File: src/rtl/smartcargo_serial_tx.sv
`timescale 1ns/1ps
// smartcargo_serial_tx: 8N1 UART transmitter with a small byte FIFO in front.
// Status bytes enter through a valid/ready handshake and leave LSB first on TX.
module smartcargo_serial_tx #(
  parameter int BIT_CYCLES = 434,
  parameter int FIFO_DEPTH = 4
) (
  input  logic                        clock,
  input  logic                        reset,
  input  logic [7:0]                  dados,
  input  logic                        envia,
  output logic                        pronto,
  output logic                        TX,
  output logic                        ocupado,
  output logic [$clog2(FIFO_DEPTH):0] fifo_nivel,
  output logic                        descartado
);
  localparam int AW = $clog2(FIFO_DEPTH);
  localparam logic [15:0] BIT_LAST = 16'(BIT_CYCLES - 1);
  localparam logic [AW:0] LEVEL_FULL = (AW + 1)'(FIFO_DEPTH);

  typedef enum logic [1:0] {IDLE, START, DATA, STOP} state_t;

  state_t        state;
  logic [7:0]    mem [FIFO_DEPTH];
  logic [AW-1:0] wr_ptr;
  logic [AW-1:0] rd_ptr;
  logic [15:0]   bit_cnt;
  logic [2:0]    bit_idx;
  logic [7:0]    shift;
  logic          push;
  logic          pop;
  logic          bit_end;
  logic          fifo_empty;

  // Full means full: a pop in the same cycle does not open a slot for a push.
  assign pronto     = (fifo_nivel != LEVEL_FULL);
  assign fifo_empty = (fifo_nivel == '0);
  assign push       = envia && pronto;
  assign bit_end    = (bit_cnt == BIT_LAST);
  assign pop        = !fifo_empty && ((state == IDLE) || (state == STOP && bit_end));
  assign ocupado    = (state != IDLE) || !fifo_empty;

  always_ff @(posedge clock) begin
    if (push) mem[wr_ptr] <= dados;
  end

  always_ff @(posedge clock or negedge reset) begin
    if (!reset) begin
      wr_ptr     <= '0;
      rd_ptr     <= '0;
      fifo_nivel <= '0;
      descartado <= 1'b0;
    end else begin
      descartado <= envia && !pronto;
      if (push) wr_ptr <= wr_ptr + 1'b1;
      if (pop)  rd_ptr <= rd_ptr + 1'b1;
      case ({push, pop})
        2'b10:   fifo_nivel <= fifo_nivel + 1'b1;
        2'b01:   fifo_nivel <= fifo_nivel - 1'b1;
        default: ;
      endcase
    end
  end

  // TX is registered from the current state, so the line lags the FSM by one cycle.
  always_ff @(posedge clock or negedge reset) begin
    if (!reset) begin
      state   <= IDLE;
      bit_cnt <= '0;
      bit_idx <= '0;
      shift   <= '0;
      TX      <= 1'b1;
    end else begin
      case (state)
        IDLE: begin
          TX      <= 1'b1;
          bit_cnt <= '0;
          if (pop) begin
            shift <= mem[rd_ptr];
            state <= START;
          end
        end
        START: begin
          TX <= 1'b0;
          if (bit_end) begin
            bit_cnt <= '0;
            bit_idx <= '0;
            state   <= DATA;
          end else begin
            bit_cnt <= bit_cnt + 16'd1;
          end
        end
        DATA: begin
          TX <= shift[0];
          if (bit_end) begin
            bit_cnt <= '0;
            shift   <= {1'b0, shift[7:1]};
            bit_idx <= bit_idx + 3'd1;
            if (bit_idx == 3'd7) state <= STOP;
          end else begin
            bit_cnt <= bit_cnt + 16'd1;
          end
        end
        STOP: begin
          TX <= 1'b1;
          if (bit_end) begin
            bit_cnt <= '0;
            if (pop) begin
              shift <= mem[rd_ptr];
              state <= START;
            end else begin
              state <= IDLE;
            end
          end else begin
            bit_cnt <= bit_cnt + 16'd1;
          end
        end
        default: state <= IDLE;
      endcase
    end
  end
endmodule

File: config.mk
export PLATFORM = sky130hd
export DESIGN_NAME = smartcargo_serial_tx
export DESIGN_NICKNAME = d
export VERILOG_FILES = /design/src/rtl/smartcargo_serial_tx.sv
export SDC_FILE = /design/constraint.sdc
export NUM_CORES = 1
export LEC_CHECK = 0
export CORE_MARGIN = 5
export CORE_UTILIZATION = 43
export DETAILED_ROUTE_END_ITERATION = 8
export GPL_TIMING_DRIVEN = 0
export PLACE_DENSITY_LB_ADDON = 0.08
export SLEW_MARGIN = 20
export SYNTH_ARGS = -nofsm -noshare
export SYNTH_HDL_FRONTEND = slang
export SYNTH_SLANG_ARGS = --single-unit
File: constraint.sdc
create_clock -name clock -period 3.3 [get_ports clock]
set_input_delay 0.66 -clock clock [delete_from_list [all_inputs] [get_ports clock]]
set_output_delay 0.66 -clock clock [all_outputs]
set_load 0.02 [all_outputs]
==> impl_metrics.csv <==
group,metric,value,unit
status,result_of_the_run,"completed",
clocking,clock_path_buffers,2,
routing,antenna_left,0,
synth,netlist-cell-type-count,42,
clocking,post-cts-setup-buffer-count,0,
global_routing,groute.layer.met3.usage,3.33,%
final_layout,finalCoreUtilization,51.7,%
power_and_ir_drop,share_comb_of_total_power,34.1,%
routing,wl,5.51,mm
floorplan,design.portCount,18,
synth,yosysWarningCount,0,
placement,dp_hpwl,3.88,mm
power_and_ir_drop,design_power_total,3.08,mW
power_and_ir_drop,max-vdd-ir-drop,354,uV
placement,buffer_ports.inserted,17,
floorplan,row_cnt,31,
clocking,post_cts_resize_count,0,
synth,synthesis.nets,280,
sta,rsz_0062_raised_after_global_routing,"false",
routing,post_drt_via_cell_ratio,4.94,
power_and_ir_drop,power.share.switching,33.5,%
sta,timing.final.setup_violations,0,
clocking,clkSinkCount,70,
routing,detail_route.drc_violations,0,
final_layout,layout.nets,309,
routing,drt_first_pass_iters,4,
global_routing,grt_pass1_wl,9.44,mm
final_layout,layout-drive-gt1-share,14.3,%
setup_path,critical-path-max-stage-delay,0.58,ns
setup_path,timing.critical_path.required,3.56,ns
global_routing,met1_usage,17.3,%
sta,final.setup.tns,0,ns
final_layout,layout.cells.most_common,"dfrtp_1",
clocking,cts_tree,"built",
floorplan,total_die_area,9300,sq um
routing,first_iter_violations,56,
sta,tightestPinTransition,0.668,ns
sta,timing.max_slew.rel_slack,55.1,%
power_and_ir_drop,power_dens_cells,822,nW/um^2
clocking,htree_levels,3,
placement,placement.cell_area,3520,sq um
final_layout,postLayoutCellArea,3750,sq um
setup_path,cpMaxStageDelayCell,"or4_4",
global_routing,grt_antenna_before_repair,0,
sta,fin_crit,3.08,ns
sta,max_transition_viols_final,0,
global_routing,number_of_global_route_vias_before_repair,1946,
sta,max_clock_freq,325,MHz
sta,setup_slack,0.219,ns
setup_path,critPathArrivalTime,3.34,ns
min_path,worstHoldPathType,"input port to async pin",
global_routing,track_usage,13.5,%
final_layout,area_growth,16.7,%
synth,synth.cell_area,3210,sq um
final_layout,final_cell_mix,"dfrtp_1, edfxtp_1, nor2_1",
floorplan,die_x,96.5,um
placement,place_worst_setup_slack,0.134,ns
setup_path,worstPathCellList,"inv_1, ha_1, or4b_4, or4_4, a21oi_4, ha_1, inv_1, fa_1, xor2_1, nor2_1, xor2_1",
sta,skew,0.00473,ns
floorplan,core_area,7250,sq um
power_and_ir_drop,net-switching-power,1.03,mW
run,drv.max_cap_violation_count,0,
global_routing,met2_track_demand_over_resource_in_global_routing,21.4,%
clocking,number_of_buffers_created_by_cts,9,
sta,fin_crit_share,93.4,%
global_routing,grt_start_max_net_pins,27,
clocking,worstSkewPairLatency,0.33,ns
sta,final_hold_slack,0.221,ns
power_and_ir_drop,share_clk_of_total_power,24.7,%
setup_path,critical_path_start_end_classification,"flop to flop",
floorplan,die_y,96.5,um
routing,post_drt_wl_per_cell,14.3,um
synth,syn-instance-count,253,
clocking,cts_hold_buffers_added,0,
synth,ys_seq_area_share,59.5,%
setup_path,timing.critical_path.fanout_max,6,
clocking,ctsRootBufferMaster,"clkbuf_8",
global_routing,grt_overflow,0,
setup_path,setup.worst_path.end_class,"flop",
clocking,clkTransAtPathRegs,0.08,ns
power_and_ir_drop,p_int,2.05,mW
power_and_ir_drop,total_leakage_power,1.49,nW
global_routing,grt-busiest-layer,"met2",
placement,final_estimated_routing_congestion_in_global_placement,0.709,
power_and_ir_drop,sequentialPowerShare,41.3,%
routing,routed-via-count,1907,
synth,ys_ff_latch,70,
sta,finalHoldViolCount,0,
final_layout,layoutNonFillerInstCount,386,
floorplan,starting_utilization_of_the_core_area,44.3,%
setup_path,cp-start-kind,"flop",
final_layout,insertedDiodeCount,0,
placement,dpl.cell_count,370,
synth,synth_area_per_cell,12.7,sq um
## final timing paths
check	end	start	slack, ns	depth (start not counted)
setup / recovery	fifo_nivel[2]$_DFFE_PN0P_	bit_cnt[1]$_DFF_PN0_	0.22	11
hold / removal	state[1]$_DFFE_PN0P_	reset	0.22	1
setup reg to reg	fifo_nivel[2]$_DFFE_PN0P_	bit_cnt[1]$_DFF_PN0_	0.22	11
hold reg to reg	bit_idx[1]$_DFFE_PN0P_	bit_idx[1]$_DFFE_PN0P_	0.47	2
max in group asynchronous	shift[0]$_DFFE_PN0P_	reset	2.64	2
min in group clock	bit_idx[1]$_DFFE_PN0P_	bit_idx[1]$_DFFE_PN0P_	0.47	2
## flip-flops by register name, indices dropped and copies added, names as in the netlist
register,cells
bit_idx,3
shift,8
mem,32
fifo_nivel,3
bit_cnt,16
rd_ptr,2
state,2
wr_ptr,2
descartado,1
TX,1
## per-layer routing
metal | vias up | share of wire, % | wire (um)
met2 | 18 | 47 | 2620
met3 | 8 | 2.9 | 161
met1 | 927 | 48 | 2640
li1 | 954 | - | -
met4 | 0 | 1.8 | 98
met5 | - | 0 | 0
## cells in the mapped netlist, drive strengths merged
cell type / number / share of area [%]
or3: 2 / 0.39
xnor2: 9 / 2.5
mux2: 2 / 0.70
nor4: 1 / 0.39
nand4: 5 / 0.97
nor3: 9 / 1.4
dfstp: 1 / 0.82
buf: 5 / 0.93
or2: 2 / 0.39
nand2: 17 / 2.1
or4b: 1 / 0.43
xor2: 11 / 3.0
fa: 1 / 0.62
edfxtp: 32 / 30
o221ai: 1 / 0.27
a22oi: 1 / 0.23
ha: 15 / 5.8
a21oi: 5 / 0.90
o21a: 2 / 0.51
or4: 2 / 0.58
nor2: 31 / 3.7
inv: 13 / 1.5
nand3b: 2 / 0.47
dfrtp: 37 / 29
o32ai: 1 / 0.27
mux4: 8 / 5.6
nor2b: 7 / 1.4
clkbuf: 2 / 0.23
a211oi: 8 / 1.9
o21ai: 5 / 0.78
nand3: 8 / 1.2
and3: 6 / 1.2
nand2b: 1 / 0.19
## cells by family (layout without fill, tap and decap cells)
family          after synthesis  in the layout  share of synthesized area, %
buf+inv                      20             54                          2.69
mux                          10             10                          6.31
fa+ha+maj                    16             16                          6.46
xor+xnor                     20             20                          5.45
simple gates                 94             94                          14.8
compound gates               23             23                          4.83
flops                        70             70                          59.5
## critical path, delay by kind of cell (launching register included)
kind | cells | cell delay, ns
flip-flops | 1 | 0.41
AO/OA/AOI/OAI | 1 | 0.28
buffers and inverters | 2 | 0.13
AND/OR/NAND/NOR | 3 | 1.16
adder cells (fa/ha/maj) | 3 | 0.73
XOR/XNOR | 2 | 0.30
## power groups by stage
stage / Combinational [mW] / Clock (mW) / Sequential [mW]
finish: 1.05 / 0.760 / 1.27
global route: 1.18 / 0.822 / 1.30
CTS: 1.06 / 0.781 / 1.28
detailed placement: 1.06 / 0 / 1.30
global placement: 1.05 / 0 / 1.29
floorplan: 0.748 / 0 / 1.29
## final cells by class
| class | instances | area, sq um |
|---|---|---|
| Fill cell | 665 | 3500 |
| Sequential cell | 70 | 1910 |
| Multi-Input combinational cell | 163 | 1220 |
| Timing Repair Buffer | 18 | 185 |
| Clock buffer | 9 | 124 |
| Tap cell | 99 | 124 |
| Clock inverter | 7 | 97.6 |
| Inverter | 13 | 48.8 |
| Buffer | 7 | 37.5 |
(Power assumes the default switching activity.)
